`src/rtl/instr_loader.sv`:
```
// ---------------------------------------------------------------------------
// instr_loader
//
// Buffers a program of 32-bit instruction words streamed in by a host
// (valid/ready handshake). When the last word arrives, or the buffer fills,
// it replays the words to the CPU instruction memory on consecutive cycles.
// It then pulses the CPU reset for RST_CYC cycles so the CPU starts executing
// the freshly loaded program.
//
// Parameters
//   DEPTH    maximum number of instruction words buffered per program
//   RST_CYC  number of cycles cpu_reset is held high after a load (>= 1)
//
// Ports
//   clk              rising-edge clock
//   Reset            asynchronous, active-high reset
//   in_valid         host offers in_word
//   in_word[31:0]    instruction word from the host
//   in_last          in_word is the final word of the program
//   in_ready         loader accepts a word this cycle (combinational)
//   LoadInstructions CPU instruction-memory load enable (registered)
//   Instruction      word written into CPU instruction memory (registered)
//   cpu_reset        CPU reset pulse that starts execution (registered)
//   busy             loader is in any state other than IDLE (registered)
//   done             sticky: last program fully delivered (registered)
//   trunc            sticky: last program exceeded DEPTH and was cut
// ---------------------------------------------------------------------------
module instr_loader #(
  parameter int DEPTH   = 16,
  parameter int RST_CYC = 1
) (
  input  logic        clk,
  input  logic        Reset,
  input  logic        in_valid,
  input  logic [31:0] in_word,
  input  logic        in_last,
  output logic        in_ready,
  output logic        LoadInstructions,
  output logic [31:0] Instruction,
  output logic        cpu_reset,
  output logic        busy,
  output logic        done,
  output logic        trunc
);

  localparam int DATA_W = 32;
  // Counters carry one extra bit so count can hold DEPTH itself without wrapping.
  localparam int CW = $clog2(DEPTH) + 1;
  // Buffer address width; a one-entry buffer still needs a 1-bit address.
  localparam int AW = (DEPTH > 1) ? $clog2(DEPTH) : 1;
  localparam int RW = $clog2(RST_CYC + 1) + 1;

  localparam logic [CW-1:0] DEPTH_C   = CW'(DEPTH);
  localparam logic [CW-1:0] CNT_ONE   = CW'(1);
  localparam logic [RW-1:0] RST_CYC_C = RW'(RST_CYC);
  localparam logic [RW-1:0] RCNT_ONE  = RW'(1);
  localparam logic [AW-1:0] FIRST_IDX = '0;

  typedef enum logic [1:0] {
    IDLE  = 2'd0,
    FILL  = 2'd1,
    DRAIN = 2'd2,
    START = 2'd3
  } state_t;

  state_t state, state_n;

  logic [CW-1:0] wr, wr_n;
  logic [CW-1:0] rd, rd_n;
  logic [CW-1:0] count, count_n;
  logic [RW-1:0] rcnt, rcnt_n;

  logic              li_n;
  logic              cr_n;
  logic              busy_n;
  logic              done_n;
  logic              trunc_n;
  logic [DATA_W-1:0] instr_n;

  logic accept;

  // Program buffer: data only, never reset.
  logic [DATA_W-1:0] mem [DEPTH];

  // Handshake: ready only while collecting words, and forced low during reset.
  assign in_ready = ~Reset & ((state == IDLE) | (state == FILL));
  assign accept   = in_valid & in_ready;

  always_ff @(posedge clk) begin
    if (accept) begin
      mem[wr[AW-1:0]] <= in_word;
    end
  end

  // Next-state and next-output logic. All outputs except in_ready are
  // registered, so the values computed here are what the CPU sees during the
  // cycle that follows the edge.
  always_comb begin
    state_n = state;
    wr_n    = wr;
    rd_n    = rd;
    count_n = count;
    rcnt_n  = rcnt;
    li_n    = 1'b0;
    cr_n    = 1'b0;
    instr_n = '0;
    done_n  = done;
    trunc_n = trunc;

    case (state)
      IDLE, FILL: begin
        if (accept) begin
          wr_n    = wr + CNT_ONE;
          count_n = count + CNT_ONE;
          if (state == IDLE) begin
            // A new program invalidates the status of the previous one.
            done_n  = 1'b0;
            trunc_n = 1'b0;
            state_n = FILL;
          end
          if (in_last || (count_n == DEPTH_C)) begin
            state_n = DRAIN;
            if (!in_last) begin
              trunc_n = 1'b1;
            end
            // The first load cycle immediately follows this accept. For a
            // single-word program word 0 is being written on this very edge,
            // so it is taken straight from the input instead of the buffer.
            li_n    = 1'b1;
            instr_n = (count == '0) ? in_word : mem[FIRST_IDX];
            rd_n    = CNT_ONE;
          end
        end
      end

      DRAIN: begin
        // rd is the index of the next word to present; word 0 was already
        // presented on entry, so DRAIN lasts exactly count cycles.
        if (rd < count) begin
          li_n    = 1'b1;
          instr_n = mem[rd[AW-1:0]];
          rd_n    = rd + CNT_ONE;
        end else begin
          state_n = START;
          cr_n    = 1'b1;
          rcnt_n  = RCNT_ONE;
        end
      end

      START: begin
        if (rcnt < RST_CYC_C) begin
          cr_n   = 1'b1;
          rcnt_n = rcnt + RCNT_ONE;
        end else begin
          state_n = IDLE;
          done_n  = 1'b1;
          wr_n    = '0;
          rd_n    = '0;
          count_n = '0;
          rcnt_n  = '0;
        end
      end

      default: begin
        state_n = IDLE;
      end
    endcase

    busy_n = (state_n != IDLE);
  end

  // State and registered outputs.
  always_ff @(posedge clk or posedge Reset) begin
    if (Reset) begin
      state            <= IDLE;
      wr               <= '0;
      rd               <= '0;
      count            <= '0;
      rcnt             <= '0;
      LoadInstructions <= 1'b0;
      Instruction      <= '0;
      cpu_reset        <= 1'b0;
      busy             <= 1'b0;
      done             <= 1'b0;
      trunc            <= 1'b0;
    end else begin
      state            <= state_n;
      wr               <= wr_n;
      rd               <= rd_n;
      count            <= count_n;
      rcnt             <= rcnt_n;
      LoadInstructions <= li_n;
      Instruction      <= instr_n;
      cpu_reset        <= cr_n;
      busy             <= busy_n;
      done             <= done_n;
      trunc            <= trunc_n;
    end
  end

endmodule

```
`config.mk`:
```
export PLATFORM = sky130hd
export DESIGN_NAME = instr_loader
export DESIGN_NICKNAME = d
export VERILOG_FILES = /design/src/rtl/instr_loader.sv
export SDC_FILE = /design/constraint.sdc
export NUM_CORES = 1
export LEC_CHECK = 0
export BUFFER_PORTS_ARGS = -buffer_cell sky130_fd_sc_hd__buf_2
export CAP_MARGIN = 40
export CORE_UTILIZATION = 50
export CTS_CLUSTER_SIZE = 30
export DETAILED_ROUTE_END_ITERATION = 6
export PLACE_DENSITY = 0.66
export SLEW_MARGIN = 20
export SYNTH_ARGS = -nofsm -noshare
export SYNTH_HDL_FRONTEND = slang
export SYNTH_SLANG_ARGS = --single-unit
```
`constraint.sdc`:
```
create_clock -name clk -period 3.3 [get_ports clk]
set_input_delay 0.165 -clock clk [delete_from_list [all_inputs] [get_ports clk]]
set_output_delay 0.165 -clock clk [all_outputs]
set_load 0.01 [all_outputs]
```
# ---- Word-level counts from Yosys, hierarchy flattened
# Memory sizes are Yosys's and may differ from the RTL's.
# Index checks and enable logic that the tools add are counted.
dict set report op_classes {
  muxes 39
  reduce_logical 12
  n_eq_ne 10
  bitwise 4
  addsub 4
  magnitude_cmp 2
}
# cell n
set op_table {}
lappend op_table {{32-bit two-way mux} 4}
lappend op_table {{32-bit case mux with 2 select lines} 1}
lappend op_table {{5-bit two-way mux} 6}
lappend op_table {{5-bit case mux with 2 select lines} 2}
lappend op_table {{5-bit by 1-bit adder with 5-bit output, second input constant} 3}
lappend op_table {{5-bit case mux with 3 select lines} 1}
lappend op_table {{2-bit two-way mux} 7}
lappend op_table {{1-bit two-way mux} 13}
lappend op_table {{2-bit inequality test, second input constant} 6}
lappend op_table {{4-bit AND reduction} 2}
lappend op_table {{1-bit case mux with 2 select lines} 3}
lappend op_table {{2-bit case mux with 3 select lines} 1}
lappend op_table {{2-bit nonzero test} 3}
lappend op_table {{5-bit == test, second input constant} 1}
lappend op_table {{5-bit logical NOT} 1}
lappend op_table {{5-bit < comparator} 1}
lappend op_table {{2-bit == test, second input constant} 2}
lappend op_table {{2-bit case mux with 2 select lines} 1}
lappend op_table {{2-bit AND reduction} 2}
lappend op_table {{3-bit AND reduction} 1}
lappend op_table {{2-bit by 1-bit adder with 2-bit output, second input constant} 1}
lappend op_table {{1-bit AND} 2}
lappend op_table {{2-bit by 1-bit == test with 1-bit output, second input constant} 1}
lappend op_table {{2-bit logical NOT} 1}
lappend op_table {{other kinds (5)} 5}
dict set report totals {
  n_memories 1
  word_cells 83
  in_bits 36
  ram_bits 512
  reg_bits 56
}
# memory words width read_ports rd_clocked_by_memory_dff wr line
set mem_list {}
lappend mem_list {mem 16 32 2 0 1 83} ;# logic [DATA_W-1:0] mem [DEPTH];

# ---- Longest topological paths before layout
# Gate-level depths: netlist of the first run.
dict set report logic_depth {
  word_depth 7
  mapped_depth 8
}

# ---- Worst setup path after synthesis of the first run
# OpenSTA, ideal clock, no wires.
dict set report synth_timing {
  path_type {reg2reg}
  startpoint {reg state[1]}
  endpoint {mem mem[10][0], enable pin}
  setup_ns 0.392
  path_buffers 2
  path_stages_with_launch 6
  arrival_time_ns 2.036
  setup_slack_ns 0.872
  required_ns 2.908
  path_cell_list {dfrtp_1 clkbuf_1 nand2b_1 clkbuf_1 nor3b_1 and2_1}
}
dict set report synth_via {
  elab_chain_cells 6
}
# element line
set synth_rtl {}
lappend synth_rtl {{from (decl)} 66} ;# state_t state, state_n;
lappend synth_rtl {{from (signal assigned)} 187} ;# state <= state_n;
lappend synth_rtl {{2-bit by 1-bit == test with 1-bit output / 2-bit logical NOT (equally long branches)} 86} ;# assign in_ready = ~Reset & ((state == IDLE) | (state == FILL));
lappend synth_rtl {{1-bit bitwise OR *} 86}
lappend synth_rtl {{1-bit AND *} 86}
lappend synth_rtl {{1-bit AND *} 87} ;# assign accept = in_valid & in_ready;
lappend synth_rtl {{1-bit two-way mux *} 90} ;# if (accept) begin
lappend synth_rtl {{1-bit two-way mux (implied by the code) *} 91} ;# mem[wr[AW-1:0]] <= in_word;
lappend synth_rtl {{to (decl)} 83}
# Mark *: on every way between the ends. The rest lies on a longest branch, timed or not.

# ---- Worst setup path in the final report of the first run
dict set report layout_timing {
  startpoint {reg state[1]}
  endpoint {mem mem[6][29], enable pin}
}
# The elaborated chain is that of the path after synthesis.

==> key figures, run 1 <==
Finish
  – Ant. Diodes: 0
  – Layout cells sized above 1: 0.2827
  – Synthesis-to-layout area growth: 16.15%
  – Core Util, Final: 0.5944
  – Nets@finish: 1245
  – Finished Layout Cells: 1830

Clock tree
  – H-Tree Depth: 2
  – CTS root buf: clkbuf_16
  – Clock sink count: 567
  – Clock transition at the registers of the reported paths: 60 ps
  – CTS resizes: 0
  – CTS tree: built
  – Max clock buf depth: 3
  – Clock Latency Late Sink: 630 ps
  – Num CTS Buffers: 57

Timing
  – Fin crit period: 2340 ps
  – Final hold violation count: 0
  – Max Slew Vio Count: 0
  – Fin Clk Skew: 13.03 ps
  – Worst slew pin tran: 847.9 ps
  – RSZ-0062 raised after global routing: false
  – Setup TNS Final: 0 ps
  – Final setup vio count: 0
  – Period utilisation layout: 0.7091
  – Worst slew margin: 0.4347
  – Max frequency: 0.4274 GHz

Critical path
  – Crit Path Max Fanout: 19
  – Critical path arrival: 2660 ps
  – Kind of critical path: reg2reg
  – Worst Setup End Kind: flip-flop
  – Critical path required time: 3620 ps
  – Startpoint types: flip-flop

Yosys
  – Synth Register Bits: 567
  – Share of the synthesized area in the top cell type: 0.6913
  – Syn_area_per_cell: 21.30 sq um
  – XOR/XNOR Fraction of Synth Area: 0.001969
  – Complex-gate fraction of the synthesized area: 0.03117
  – Cell count after synthesis: 1044
  – Yosys top cell by area: edfxtp_1
  – Synth area leaders: edfxtp_1 (69%), mux4_2 (13%), dfrtp_1 (6.2%)
  – Simple-Gate Fraction of Synth Area: 0.01862
  – Sequential fraction of the synthesis area: 0.7532
  – Yosys warnings: 0
  – Syn Std Cell Area: 22240 sq um
  – Ys flop type: edfxtp_1
  – Main combinational cell family by area after synthesis: multiplexers
  – Mux cell area share after synthesis: 0.1733
  – Top-count cell post-synth: edfxtp_1
  – EDFF count, synth: 512
  – Yosys cell types: 45
  – Syn nets: 1092
  – Asr flop ratio synth: 0.09700
  – Synth Area in Adders: 0.006751
  – Commonest cells post-synth: edfxtp_1 (512), mux4_2 (128), mux2i_1 (97), dfrtp_1 (55), o22a_1 (32)

Routing
  – Pre-antenna DRT Iters: 4
  – Residual DRC count: 0
  – Total wire length: 46.53 mm
  – Antenna Violating Nets Remaining: 0
  – DR vias/cell: 5.814
  – Vias: 10640
  – WL/cell: 25.43 um
  – Initial DRC count: 924

Floorplan
  – Die Y: 212.9 um
  – I/O Pins: 74
  – Total die area: 45320 sq um
  – Die width: 212.9 um
  – Starting Density: 0.5117
  – Core Rows: 76
  – Core Area: 43460 sq um

Pwr
  – Max rail drop VDD: 672.3 uV
  – Leakage power: 9.023 nW
  – Pwr Density: 737.8 nW/um^2
  – Total power: 19.06 mW

Placed design
  – Inst Count DP: 1689
  – Gp weighted congestion: 0.7992
  – IO buf count: 73
  – Dpl hpwl: 25.88 mm

Global routing
  – Vias in the first global route: 11200
  – First-pass GRT wire length: 70.38 mm
  – Largest net degree at the start of global routing: 134
  – Total congestion overflow: 0
  – Antenna violations before repair: 0
  – Total global routing track utilization: 0.2154

Flow run
  – Maxcap violations: 0

Worst hold path
  – Hold WC Path Type: in2async

Status
  – Status: finished clean
-- routing by layer --
metal	track usage	routed length, um
met4	0.05110	779
met3	0.03574	2022
met1	0.2956	20130
met5	0	0
met2	0.3625	23600
-- report_power, final --
group          switching, mW  total (mW)  internal, mW
Combinational           2.05        4.07          2.02
Sequential             0.300        8.54          8.24
Clock                   2.74        6.45          3.70
-- path summary, 6_finish.rpt --
kind,startpoint,end,depth (start not counted),slack (ps)
worst min-delay path,Reset,rcnt[1]$_DFFE_PP0P_,3,130
worst min register to register,rcnt[0]$_DFFE_PP0P_,rcnt[0]$_DFFE_PP0P_,1,480
worst max register to register,state[1]$_DFF_PP0_,mem[6][29]$_DFFE_PP_,6,960
worst max-delay path,state[1]$_DFF_PP0_,mem[6][29]$_DFFE_PP_,6,960
max in group asynchronous,Reset,rd[0]$_DFFE_PP0P_,4,2350
min in group clk,in_valid,wr[2]$_DFFE_PP0P_,6,220
-- critical path, stage by stage (launching register included) --
cell,delay (ps)
dfrtp_1,510
nor3b_1,260
buf_4,220
nand2_1,70
nor2_1,180
and2_2,510
buf_12,260
-- final cells by class --
cell class                 count  area, sq um
clock buffer                  68         1488
tap                          585        732.0
multi-input combinational    412         5175
timing repair buffer         147         1231
inverter                      12        47.55
fill                        3139        17630
clock inverter                39        397.9
sequential                   567        16760
-- logic make-up (layout without fill, tap and decap cells) --
group           count (synthesis)  count (layout)
compound gates                 97              97
xor+xnor                        5               5
fa+ha+maj                      12              12
buf+inv                        65             266
flops                         567             567
mux                           225             225
simple gates                   73              73
-- flip-flops by register name (all words and copies together), names as in the netlist --
signal and count:
Instruction 32, LoadInstructions 1, busy 1, count 5, cpu_reset 1, done 1
mem 512, rcnt 2, rd 5, state 2, trunc 1, wr 4
-- metrics by stage --
step / worst slack, ps / area (sq um) / hold slack [ps]
floorplan: 872.4 / 22240 / 261.0
global placement: 943.2 / 23600 / 217.9
detailed placement: 905.6 / 23600 / 217.2
CTS: 899.0 / 25830 / 121.1
global route: 741.4 / 25830 / 163.0
finish: 960.1 / 25830 / 125.2
-- layout by cell type, fill, tap and decap left out, types with 4 or more instances in the layout --
cell,instances
clkinv_1,15
nand2_1,17
nor3b_1,4
clkinv_2,11
nor2b_1,4
mux4_2,128
buf_12,18
buf_2,73
dfrtp_1,53
and2_2,16
o21ai_1,31
nand3_1,4
o22a_1,32
clkbuf_16,57
dlygate4sd3_1,34
mux2i_1,97
nor2_1,10
edfxtp_1,512
clkbuf_1,9
buf_4,22
o21ai_0,16
bufinv_16,6
ha_1,12
inv_1,9
-- repair_timing --
item,CTS,global route
hold buffers,34,0
setup buffers,0,0
endpoints found under the hold margin,530,0
No activity file was read; power rests on OpenSTA's default activity.
==> run 2: changes to the inputs <==
Settings changed: ABC_AREA from default to 1, PLACE_DENSITY 0.66 to 0.69.
Clock period 3.3 ns to 2 ns, I/O delays scaled along.
==> run 2 against run 1 <==
  * Non-clock buffer count increased by 34
  * Fmax grew 22%
  * Critical path type unchanged
  * Sequential share of layout area is 3.5 points lower
  * Critical endpoint is now mem[7][28]$_DFFE_PP_
  * Die area is 5.8% higher
  * Flip-flop and latch count unchanged
  * Wire length grew 26%
  * Largest power group unchanged
  * Cell count is 50% higher
==> key figures, run 2 <==
Status
  – Status: finished clean

Critical path
  – Kind of critical path: reg2reg
  – Reg-to-Reg Start: state[1]$_DFF_PP0_
  – R2R setup slack: 90 ps (-870 ps)
  – Worst Setup End Kind: flip-flop
  – Worst Reg-to-Reg Cells: 6 (unchanged)
  – Worst setup startpoint: state[1]$_DFF_PP0_
  – Startpoint types: flip-flop
  – Critical path arrival: 2210 ps (-450 ps)
  – Critical path required time: 2300 ps (-1320 ps)
  – Crit Path Max Fanout: 9 (-10)
  – R2R Path End: mem[7][28]$_DFFE_PP_

Clock tree
  – H-Tree Depth: 2 (unchanged)
  – Clock Latency Late Sink: 610 ps (-20 ps)
  – CTS tree: built
  – CTS root buf: clkbuf_16
  – Setup Buffers After CTS: 0 (unchanged)
  – Num CTS Buffers: 55 (-3.5%)
  – Clock transition at the registers of the reported paths: 60 ps (about the same)
  – Clock sink count: 567 (unchanged)
  – Max clock buf depth: 3 (unchanged)

Timing
  – Final hold violation count: 0 (unchanged)
  – Worst slew margin: 0.6217 (+0.1870)
  – Fin Clk Skew: 20.45 ps (+7.427 ps)
  – Max Slew Vio Count: 0 (unchanged)
  – Final worst setup slack: 86.57 ps (-873.5 ps)
  – Final setup vio count: 0 (unchanged)
  – Fin crit period: 1913 ps (-426.5 ps)
  – Min Hold Slack: 117.4 ps (-7.799 ps)
  – Period utilisation layout: 0.9567 (+0.2477)
  – Worst slew pin tran: 567.5 ps (-280.5 ps)
  – Max frequency: 0.5226 GHz (+22%)
  – RSZ-0062 raised after global routing: false

Yosys
  – Syn nets: 2016 (+85%)
  – EDFF count, synth: 512 (unchanged)
  – Commonest cells post-synth: nand2_1 (724), edfxtp_1 (512), nand3_1 (348), buf_2 (58), dfrtp_1 (55)
  – Top-count cell post-synth: nand2_1
  – Asr flop ratio synth: 0.09700 (unchanged)
  – Yosys top cell by area: edfxtp_1
  – Yosys warnings: 0 (unchanged)
  – Share of the synthesized area in the top cell type: 0.6531 (-0.03825)
  – Syn Std Cell Area: 23540 sq um (+5.9%)
  – Syn_area_per_cell: 11.96 sq um (-44%)
  – Cell count after synthesis: 1968 (+89%)
  – Sequential fraction of the synthesis area: 0.7116 (-0.04168)
  – Ys flop type: edfxtp_1
  – Synth area leaders: edfxtp_1 (65%), nand2_1 (12%), nand3_1 (7.4%)
  – Yosys cell types: 38 (-16%)
  – Synth Register Bits: 567 (unchanged)

Finish
  – Layout cells sized above 1: 0.1435 (-0.1392)
  – Core Util, Final: 0.5876 (-0.006742)
  – Filler cell count: 3629 (+16%)
  – Footprint of the multi-input gates: 6013 sq um (+16%)
  – Commonest non-fill, non-tap cell in the layout: nand2_1
  – Register area: 16760 sq um (about the same)
  – Synthesis-to-layout area growth: 15.97%
  – Max reg flops: 512 (unchanged)
  – Most frequent cells in the layout: nand2_1 (721), edfxtp_1 (512), nand3_1 (348)
  – Final Instance Area: 27300 sq um (+5.7%)
  – Nets@finish: 2143 (+72%)

Floorplan
  – Die width: 219.0 um (+2.9%)
  – Core Area: 46460 sq um (+6.9%)
  – Total die area: 47950 sq um (+5.8%)
  – I/O Pins: 74 (unchanged)
  – Starting Density: 0.5067 (-0.005014)
  – Die Y: 219.0 um (+2.9%)
  – Core Rows: 79 (+3.9%)

Flow run
  – Maxcap violations: 0 (unchanged)

Placed design
  – Gp weighted congestion: 0.8085 (+1.2%)
  – Placed Area: 25190 sq um (+6.7%)
  – IO buf count: 73 (unchanged)
  – Dpl hpwl: 32.20 mm (+24%)
  – Setup slack after placement: 120.0 ps (-785.6 ps)

Routing
  – Initial DRC count: 1627 (+76%)
  – Pre-antenna DRT Iters: 5 (+1)
  – Residual DRC count: 0 (unchanged)
  – Total wire length: 58.45 mm (+26%)
  – Vias: 15590 (+46%)
  – WL/cell: 21.28 um (-16%)
  – DR vias/cell: 5.674 (-2.4%)
  – Antenna Violating Nets Remaining: 0 (unchanged)

Global routing
  – Antenna violations before repair: 3 (+3)
  – Total global routing track utilization: 0.2481 (+0.03273)
  – Largest net degree at the start of global routing: 96 (-28%)
  – First-pass GRT wire length: 89.44 mm (+27%)
  – Vias in the first global route: 15280 (+36%)
  – Total congestion overflow: 0 (unchanged)

Pwr
  – Total power: 33.60 mW (+76%)
  – Pwr Density: 1231 nW/um^2 (+67%)
  – Leakage power: 10.34 nW (+15%)
  – Max rail drop VDD: 774.6 uV (+15%)

Worst hold path
  – Hold WC Path Type: in2async
-- run 2: cell count changes in the layout (fill, tap and decap cells not counted), sizes merged, moves of 32 or more --
cell   before  now
mux2i      97    0
mux4      128    0
buf       113  145
nand2      17  742
nand4       2   42
o22a       32    0
nor2       10   47
nand3       4  351
-- run 2: cell families (layout without fill, tap and decap cells) --
logic type,after synthesis,after routing,synth area share
AOI/OAI and AO/OA,27,27,0.006484
other,0,1,0
and+or+nand+nor,1182,1182,0.2175
buffers and inverters,146,317,0.03896
adders and majority gates,12,12,0.006378
DFF,567,567,0.7116
xor gates and xnor gates,3,3,0.001116
muxes,31,31,0.01802
-- run 2: cell type report --
class / instances / area share
timing repair buffer: 181 / 0.06838
antenna: 1 / 0.00009166
tap: 607 / 0.02782
clock inverter: 28 / 0.01008
inverter: 35 / 0.005362
multi-input combinational: 1255 / 0.2203
sequential: 567 / 0.6140
clock buffer: 73 / 0.05404
-- run 2: critical path: stages (launching register included) --
cell     delay (ps)
dfrtp_1         470
nor2_4          150
nand2_4         100
inv_4           100
nand2_1         280
nor2_4          270
buf_4           230
-- run 2: worst max path at each step --
stage                                  to  cells past startpoint
floorplan            mem[11][0]$_DFFE_PP_                      5
global placement    mem[15][15]$_DFFE_PP_                      6
detailed placement  mem[15][31]$_DFFE_PP_                      6
CTS                     trunc$_DFFE_PP0P_                      7
global route            trunc$_DFFE_PP0P_                      7
finish               mem[7][28]$_DFFE_PP_                      6
-- run 2: repair_timing --
item	CTS	global route
hold buffers	36	0
gates resized for setup	0	1
endpoints found under the setup margin	0	1
hold endpoints to repair	566	0
-- run 2: power breakdown --
group          internal [mW]  total [mW]  switching [mW]  leakage (nW)
clock network           5.82        10.1            4.32         0.849
logic                   3.31        9.42            6.10          4.16
registers               13.6        14.1           0.428          5.33
total                   22.8        33.6            10.8          10.3
-- run 2: metrics by stage --
stage / setup TNS, ps / std cells
6_report: 0 / 2747
3_3_place_gp: 0 / 2609
5_1_grt: 0 / 2746
4_1_cts: 0 / 2746
2_1_floorplan: -28240 / 1968
3_5_place_dp: 0 / 2609
-- run 2: metal layers --
layer / track usage / routed length (um) / share of wire / vias up
met5: 0 / 10 / 0.00017 / -
met4: 0.08588 / 1678 / 0.029 / 2
met3: 0.04615 / 4945 / 0.085 / 124
met2: 0.3938 / 27790 / 0.48 / 693
met1: 0.3442 / 24030 / 0.41 / 7648
li1: - / - / - / 7119
==> run 3: changes to the inputs <==
Settings changed: REMOVE_ABC_BUFFERS from default to 1.
==> run 3 against run 2 <==
  * Flip-flop and latch count unchanged
  * Final area grew 1.6%
  * Critical path depth grew 1
  * Register-to-register slack hardly changed
  * Sequential power hardly changed
==> key figures, run 3 (synthesized netlist as in run 2, its figures left out) <==
Timing
  – Worst slew margin: 0.5992 (-0.02254)
  – RSZ-0062 raised after global routing: false
  – Max frequency: 0.5263 GHz (+0.70%)
  – Setup TNS Final: 0 ps (unchanged)
  – Final setup vio count: 0 (unchanged)
  – Final hold violation count: 0 (unchanged)
  – Period utilisation layout: 0.9501 (-0.006636)
  – Worst slew pin tran: 600.4 ps (+32.94 ps)
  – Max Slew Vio Count: 0 (unchanged)
  – Fin crit period: 1900 ps (-13.27 ps)
  – Fin Clk Skew: 26.96 ps (+6.504 ps)

Floorplan
  – Die Y: 219.0 um (unchanged)
  – Core Rows: 79 (unchanged)
  – Total die area: 47950 sq um (unchanged)
  – Die width: 219.0 um (unchanged)
  – Core Area: 46460 sq um (unchanged)
  – Starting Density: 0.5067 (unchanged)
  – I/O Pins: 74 (unchanged)

Finish
  – Finished Layout Cells: 2765 (+0.66%)
  – Synthesis-to-layout area growth: 17.82%
  – Layout cells sized above 1: 0.1566 (+0.01310)
  – Nets@finish: 2158 (+0.70%)
  – Max reg flops: 512 (unchanged)
  – Most frequent cells in the layout: nand2_1 (724), edfxtp_1 (512), nand3_1 (348)
  – Core Util, Final: 0.5970 (+0.009373)
  – Ant. Diodes: 0 (-1)
  – Commonest non-fill, non-tap cell in the layout: nand2_1
  – Final Instance Area: 27740 sq um (+1.6%)
  – Filler cell count: 3582 (-1.3%)

Global routing
  – GR Util met2: 0.3991 (+0.005274)
  – Vias in the first global route: 15410 (+0.85%)
  – Antenna violations before repair: 1 (-2)
  – Met3 Use GR: 0.03950 (-0.006653)
  – Largest net degree at the start of global routing: 78 (-19%)
  – First-pass GRT wire length: 90.11 mm (+0.76%)
  – Total congestion overflow: 0 (unchanged)
  – Met1 Use GR: 0.3548 (+0.01056)
  – Total global routing track utilization: 0.2497 (+0.001614)
  – Grt peak-use layer: met2

Critical path
  – Critical path arrival: 2440 ps (+230 ps)
  – Worst Reg-to-Reg Cells: 7 (+1)
  – Crit Path Max Fanout: 7 (-2)
  – R2R setup slack: 100 ps (about the same)
  – R2R Path End: trunc$_DFFE_PP0P_
  – Worst Setup End Kind: flip-flop
  – Reg-to-Reg Start: count[0]$_DFFE_PP0P_
  – Kind of critical path: reg2reg
  – Critical path required time: 2540 ps (+240 ps)
  – Startpoint types: flip-flop

Routing
  – Residual DRC count: 0 (unchanged)
  – WL/cell: 21.06 um (-1.0%)
  – Initial DRC count: 1694 (+4.1%)
  – DR vias/cell: 5.648 (-0.45%)
  – Pre-antenna DRT Iters: 5 (unchanged)
  – Vias: 15620 (+0.21%)
  – Total wire length: 58.23 mm (-0.38%)
  – Antenna Violating Nets Remaining: 0 (unchanged)

Placed design
  – Placed Area: 25350 sq um (+0.67%)
  – IO buf count: 73 (unchanged)
  – Gp weighted congestion: 0.8163 (+0.96%)
  – Dpl hpwl: 32.55 mm (+1.1%)
  – Inst Count DP: 2623 (+0.54%)

Clock tree
  – CTS root buf: clkbuf_16
  – CTS tree: built
  – Num CTS Buffers: 56 (+1.8%)
  – Max clock buf depth: 3 (unchanged)
  – Clock Latency Late Sink: 620 ps (about the same)
  – Clock transition at the registers of the reported paths: 70 ps (about the same)
  – Setup Buffers After CTS: 0 (unchanged)
  – Clock sink count: 567 (unchanged)
  – H-Tree Depth: 2 (unchanged)

Pwr
  – Max rail drop VDD: 836.3 uV (+8.0%)
  – Pwr Density: 1257 nW/um^2 (+2.2%)
  – Total power: 34.88 mW (+3.8%)
  – Sw Ratio: 0.3154 (-0.007420)
  – Psw: 11.00 mW (+1.4%)
  – Sequential power share: 0.402 (-0.016)
  – Leakage power: 10.57 nW (+2.2%)
  – Pint: 23.87 mW (+4.9%)
  – Combinational power share: 0.273 (-0.007)
  – Clock power share: 0.325 (+0.023)

Status
  – Status: finished clean

Worst hold path
  – Hold WC Path Type: in2async

Flow run
  – Maxcap violations: 0 (unchanged)
-- run 3: stage by stage --
step	worst slack, ps	hold WS [ps]
floorplan	-5510	196.2
global placement	215.4	212.2
detailed placement	165.0	218.6
CTS	52.63	110.6
global route	26.22	166.0
finish	99.84	120.9
-- run 3: worst max-delay path, stage by stage, from the launching register on --
cell and delay (ps):
dfrtp_2 450, ha_2 230, nand3_1 100, nand2_1 70
nand2_2 100, nand3_4 100, o31ai_1 210, dlygate4sd3_1 570
-- run 3: power by group through the flow --
stage | Combinational, mW | Clock (mW) | Sequential, mW
after global routing | 10.5 | 11.9 | 14.1
final | 9.52 | 11.3 | 14.0
after floorplan | 4.99 | 0 | 14.7
after detailed placement | 9.39 | 0 | 14.3
after global placement | 9.22 | 0 | 14.2
after CTS | 9.51 | 11.5 | 14.0
-- run 3: worst max path at each step --
stage                                    start                    to  slack, ps  cells past startpoint
after CTS                 count[0]$_DFFE_PP0P_     trunc$_DFFE_PP0P_         50                      7
after floorplan              rd[0]$_DFFE_PP0P_     rd[0]$_DFFE_PP0P_      -5510                      8
after detailed placement    state[1]$_DFF_PP0_  mem[7][10]$_DFFE_PP_        160                      6
after global placement      state[1]$_DFF_PP0_  mem[7][10]$_DFFE_PP_        220                      6
after global routing      count[0]$_DFFE_PP0P_     trunc$_DFFE_PP0P_         30                      7
final                     count[0]$_DFFE_PP0P_     trunc$_DFFE_PP0P_        100                      7
-- run 3: cell type report --
class | count | area (sq um) | area share
multi-input cells | 1255 | 6003 | 0.2164
repair buffers | 195 | 2047 | 0.07380
clock inverters | 25 | 349.1 | 0.01259
clock buffers | 81 | 1669 | 0.06018
well taps | 607 | 759.5 | 0.02738
flip-flops and latches | 567 | 16760 | 0.6043
inverters | 35 | 146.4 | 0.005278
-- run 3: timing repair --
action | in CTS | in global routing
setup endpoints to repair | 0 | 1
hold buffers | 36 | 0
endpoints found under the hold margin | 573 | 0
gates resized for setup | 0 | 2
-- run 3: metal layers --
layer | wire, um | up-vias
met5 | 13 | -
met4 | 1289 | 2
met3 | 4394 | 102
met2 | 27560 | 684
met1 | 24980 | 7683
li1 | - | 7147
